==> config.mk <==
export PLATFORM = sky130hd
export DESIGN_NAME = problem_sequencer
export DESIGN_NICKNAME = d
export VERILOG_FILES = /design/src/rtl/problem_sequencer_pkg.sv /design/src/rtl/problem_sequencer_op_store.sv /design/src/rtl/problem_sequencer.sv
export SDC_FILE = /design/constraint.sdc
export NUM_CORES = 1
export LEC_CHECK = 0
export ABC_CLOCK_PERIOD_IN_PS = 4500
export CAP_MARGIN = 20
export CORE_UTILIZATION = 60
export DETAILED_ROUTE_END_ITERATION = 8
export HOLD_SLACK_MARGIN = 0.15
export PLACE_DENSITY = 0.76
export SLEW_MARGIN = 30
export SYNTH_ARGS = -nofsm -noshare
export SYNTH_HDL_FRONTEND = slang
export SYNTH_HIERARCHICAL = 1
export SYNTH_SLANG_ARGS = --single-unit
==> constraint.sdc <==
create_clock -name clk -period 4.5 [get_ports clk]
set_input_delay 0.9 -clock clk [delete_from_list [all_inputs] [get_ports clk]]
set_output_delay 0.9 -clock clk [all_outputs]
set_load 0.02 [all_outputs]
==> src/rtl/problem_sequencer_pkg.sv <==
// Shared types and constants for the column scheduler.
// Row/column widths, store sizing and sequencer states.
package problem_sequencer_pkg;

   localparam int DEF_ROW_WIDTH      = 3;
   localparam int DEF_COL_WIDTH      = 10;
   localparam int MAX_ARGUMENT_COUNT = 1 << DEF_ROW_WIDTH;
   localparam int ARG_RANKS          = 1000;

   typedef logic [DEF_ROW_WIDTH-1:0] arg_row_t;
   typedef logic [DEF_COL_WIDTH-1:0] arg_col_t;

   typedef enum logic [1:0] {
      COLLECT = 2'd0,
      READ    = 2'd1,
      ISSUE   = 2'd2,
      DONE    = 2'd3
   } seq_state_t;

endpackage

==> src/rtl/problem_sequencer_op_store.sv <==
// Operator store: 1-bit wide, synchronous write, asynchronous read.
// Maps onto distributed RAM.
module problem_sequencer_op_store
   import problem_sequencer_pkg::*;
#(
   parameter int DEPTH = 1000,
   parameter int AW    = 10
) (
   input  logic          clk,
   input  logic          we,
   input  logic [AW-1:0] waddr,
   input  logic          wdata,
   input  logic [AW-1:0] raddr,
   output logic          rdata
);

   logic mem [DEPTH];

   always_ff @(posedge clk) begin
      if (we) mem[waddr] <= wdata;
   end

   assign rdata = mem[raddr];

endmodule

==> src/rtl/problem_sequencer.sv <==
// Column scheduler: records operators, then issues one problem per
// column to the arithmetic unit under a valid/ready handshake.
module problem_sequencer
   import problem_sequencer_pkg::*;
#(
   parameter int ARG_ROW_WIDTH = 3,
   parameter int ARG_COL_WIDTH = 10,
   parameter int MAX_PROBLEMS  = 1000
) (
   input  logic                     clk,
   input  logic                     rst,
   input  logic                     op_valid,
   input  logic                     op_mult_add,
   input  logic [ARG_ROW_WIDTH-1:0] op_row_count,
   input  logic                     end_of_input,
   output logic [ARG_COL_WIDTH-1:0] rd_col,
   output logic                     issue_valid,
   input  logic                     issue_ready,
   output logic                     issue_mult_add,
   output logic [ARG_ROW_WIDTH-1:0] issue_row_count,
   output logic                     done,
   output logic                     op_overflow,
   output logic                     late_op
);

   localparam int CW = ARG_COL_WIDTH;
   localparam logic [CW:0] MAX_CNT = (CW+1)'(MAX_PROBLEMS);
   localparam logic [CW:0] ONE_CNT = (CW+1)'(1);

   localparam logic [1:0] S_COLLECT = COLLECT;
   localparam logic [1:0] S_READ    = READ;
   localparam logic [1:0] S_ISSUE   = ISSUE;
   localparam logic [1:0] S_DONE    = DONE;

   logic [1:0]               state;
   logic [CW:0]              op_count;
   logic [CW-1:0]            col;
   logic [ARG_ROW_WIDTH-1:0] row_count;

   logic        room;
   logic        accept;
   logic        last_col;
   logic        store_q;
   logic [CW:0] total;

   assign room     = op_count < MAX_CNT;
   assign accept   = (state == S_COLLECT) && op_valid && room;
   // an operator accepted alongside end_of_input still counts
   assign total    = op_count + {{CW{1'b0}}, accept};
   assign last_col = {1'b0, col} == (op_count - ONE_CNT);

   problem_sequencer_op_store #(
      .DEPTH (MAX_PROBLEMS),
      .AW    (CW)
   ) u_op_store (
      .clk   (clk),
      .we    (accept),
      .waddr (op_count[CW-1:0]),
      .wdata (op_mult_add),
      .raddr (col),
      .rdata (store_q)
   );

   always_ff @(posedge clk) begin
      if (rst) begin
         state       <= S_COLLECT;
         op_count    <= '0;
         col         <= '0;
         row_count   <= '0;
         op_overflow <= 1'b0;
         late_op     <= 1'b0;
      end else begin
         if (op_valid && state != S_COLLECT) late_op <= 1'b1;
         unique case (state)
            S_COLLECT: begin
               if (accept) begin
                  op_count <= op_count + ONE_CNT;
                  if (op_count == '0) row_count <= op_row_count;
               end
               if (op_valid && !room) op_overflow <= 1'b1;
               if (end_of_input) begin
                  col   <= '0;
                  state <= (total == '0) ? S_DONE : S_READ;
               end
            end
            S_READ: state <= S_ISSUE;
            S_ISSUE: begin
               if (issue_ready) begin
                  if (last_col) begin
                     state <= S_DONE;
                  end else begin
                     col   <= col + CW'(1);
                     state <= S_READ;
                  end
               end
            end
            S_DONE: ;
            default: state <= S_COLLECT;
         endcase
      end
   end

   assign rd_col          = col;
   assign issue_valid     = state == S_ISSUE;
   assign issue_mult_add  = issue_valid & store_q;
   assign issue_row_count = issue_valid ? row_count : '0;
   assign done            = state == S_DONE;

endmodule

==> qor.yml <==
sta:
  timing.final.crit_share_pct: 109
  finalHoldViolCount: 0
  setup_ws_ns: -0.421
  rsz0062_at_grt: "yes"
  hold-worst-slack_ns: 0.478
  setup_viol: 1
  period_minus_slack_ns: 4.92
  fin_setup_tns_ns: -0.421
  max_freq_mhz: 203
  skew_ns: 0.0135
  worst_pin_slew_ns: 1.17
  slew_headroom_pct: 22.0
  slew_viol_final: 0
floorplan:
  core_area_um2: 74800
  pin_count: 27
  num_rows: 100
  die_width_um: 278
  die_height_um: 278
  die-area_um2: 77000
  start_util_pct: 60.9
pwr:
  vdd_drop_max_mv: 0.409
  p_leak_nw: 15.2
  powerDensity_nw_per_um2: 416
  total_power_w: 0.0214
cts:
  cts_buffer_depth: 3
  clk_pin_slew_worst_paths_ns: 0.06
  cts_root_buf: "clkbuf_16"
  hold_buffers: 0
  htreeDepth: 3
  cts_buffers: 101
  cts.sink_count: 1028
  tritoncts: "yes"
  clkLatencyLatePin_ns: 0.68
synthesis:
  synth_area_um2: 45500
  synth-seq-area-share_pct: 67.2
  async_flop_share_pct: 0
  synthXorXnorAreaFrac_pct: 0.288
  postSynthCellCount: 3325
  yosys.cell_types.count: 74
  ys.flop_type: "edfxtp_1"
  synthAdderAreaFrac_pct: 0.302
  synth_nets: 3345
  synth-seq-cells: 1028
  yosysWarnings: 6
  synth_top_family_by_area: "multiplexers"
  synth-simple-area-share_pct: 12.4
  synthMuxAreaShare_pct: 12.9
  synth-compound-area-share_pct: 3.88
  synth-edff-count: 1000
  avgSynthCellArea_um2: 13.7
grt:
  grt.overflow.total: 0
  grt_antenna_before_repair: 2
  grt_max_degree: 257
  grt_pass1_vias: 29800
  grt_pass1_wl_um: 188000
  grt_use_total_pct: 33.5
setup_path:
  critPathLaunch: "rd_col[0]"
  required_ns: 3.60
  cp_cell_sequence: "buf_4 -> buf_6 -> buf_12 -> mux4_2 -> a211oi_1 -> a2111oi_0 -> a22oi_1 -> a211oi_1 -> buf_4 -> a311oi_2 -> nand4b_1 -> and2_1 -> buf_6"
  critPathKind: "reg2out"
  cpLargestDelayFamily: "compound AO/OA/AOI/OAI gates"
  path_buf_inv: 5
  critPathSlowestCell: "mux4_2"
  cpPeakStageDelay_ns: 0.53
  start_kind: "register"
  end_kind: "output pin"
  cp.arrival_ns: 4.02
  reg2reg_from: "op_count[0]"
  crit_path_max_fanout: 15
cells_and_area:
  drive_gt1_share_pct: 19.5
  post-route-cell-area_um2: 51500
  instances_no_fill: 4409
  layout.nets: 3381
  area_delta_synth_final_pct: 13.2
detailed_routing:
  wl_per_cell_um: 29.2
  drt_iter0_drc: 4939
  drcViolationCount: 0
  routed_via_density: 6.81
  vias: 30000
  ant_nets: 0
  first_pass_iters: 8
  wirelength_um: 129000
flow_run:
  max_cap_violations: 0
place:
  port_buffers: 26
  placed_area_um2: 47700
  dp.cells: 4188
  place_hpwl_um: 69600
  place_congestion: 0.888
min_path:
  worstHoldStart: "op_overflow"
  hp-class: "reg2reg"
run_status:
  violations: "setup timing"
  outcome: "complete, but fails checks"
cell usage in the layout, fill, tap and decap left out, types with 17 or more instances in the layout:
cell type,synthesis,routed
nand2_1,110,99
and2_1,17,17
clkbuf_16,0,101
clkbuf_1,190,36
a21oi_1,49,48
nor2_1,1067,1064
clkdlybuf4s50_1,0,24
mux4_2,216,216
o221ai_1,24,23
buf_4,19,175
o21ai_0,20,19
o22ai_1,29,28
dfxtp_1,28,23
nor3_1,39,38
buf_12,0,34
a22oi_1,33,33
edfxtp_1,1000,1000
mux2i_1,93,93
nand3_2,0,33
final cells by class:
class | instances | area (um2)
clock buffer | 139 | 2690
tap | 969 | 1210
sequential | 1028 | 30600
fill | 4897 | 23300
clock inverter | 41 | 493
timing repair buffer | 248 | 2570
inverter | 16 | 60.1
antenna | 2 | 5.00
multi-input combinational | 1966 | 13900
per-stage QoR:
step	utilization [%]	setup slack [ns]
after floorplan	-	0.494
after detailed placement	63.7	-0.161
final	68.9	-0.421
after global routing	68.9	-0.466
after global placement	63.7	-0.108
after CTS	68.6	-0.269
synthesized netlist by cell type, types with 10 or more instances:
| cell type | count | area, um2 |
|---|---|---|
| a211oi_1 | 21 | 158 |
| dfxtp_1 | 28 | 561 |
| nor3_1 | 39 | 195 |
| ha_1 | 11 | 138 |
| nor2_1 | 1067 | 4010 |
| mux4_2 | 216 | 4860 |
| a31oi_1 | 10 | 62.6 |
| mux2i_1 | 93 | 931 |
| nor2b_1 | 18 | 113 |
| nand3_1 | 48 | 240 |
| a21oi_1 | 49 | 245 |
| o21ai_0 | 20 | 100 |
| a22oi_1 | 33 | 248 |
| nand2_1 | 110 | 413 |
| inv_1 | 11 | 41.3 |
| o22ai_1 | 29 | 181 |
| buf_1 | 76 | 285 |
| buf_4 | 19 | 143 |
| buf_2 | 25 | 125 |
| clkbuf_1 | 190 | 713 |
| and2_1 | 17 | 106 |
| edfxtp_1 | 1000 | 30000 |
| o221ai_1 | 24 | 210 |
routing by layer:
metal,global-route usage [%],share of wire [%]
met1,42.9,33
met5,0,0.0093
met3,8.14,14
met4,17.5,5.4
met2,53.3,47
worst register-to-register path, cell delays in order (launching register included):
cell and delay (ns):
dfxtp_1 0.66, inv_1 0.11, ha_1 0.31, nor2b_1 0.16, or3_1 0.37, a31o_2 0.25
a211oi_2 0.29, a31oi_2 0.31, and2_1 0.24, a311o_1 0.35
repair_timing:
item	4_1_cts	5_1_grt
gates resized for setup	33	13
pin swaps	9	8
cloned	7	0
endpoints found under the setup margin	1	1
setup buffers	13	21
cell families after synthesis:
group | count (synthesis)
and+or+nand+nor | 1374
buffers and inverters | 331
DFF | 1028
muxes | 318
xor gates and xnor gates | 15
adders and majority gates | 11
AOI/OAI and AO/OA | 248
worst paths after layout:
| kind | endpoint | cells past startpoint | slack (ns) |
|---|---|---|---|
| setup / recovery | issue_mult_add | 13 | -0.42 |
| hold / removal | op_overflow | 1 | 0.48 |
| setup reg to reg | rd_col[7] | 9 | 1.32 |
| hold reg to reg | op_overflow | 1 | 0.48 |
report_power, final:
part / switching (W) / internal, W
Sequential: 0.0000471 / 0.0105
Combinational: 0.00133 / 0.00128
Clock: 0.00355 / 0.00470
Total: 0.00493 / 0.0165
state kept, by name, summed over array words and instances, names as in the netlist:
signal	flops
late_op	1
op_count	11
op_overflow	1
rd_col	10
row_count	3
state	2
u_op_store/mem	1000
No activity file was read; power rests on OpenSTA's default activity.
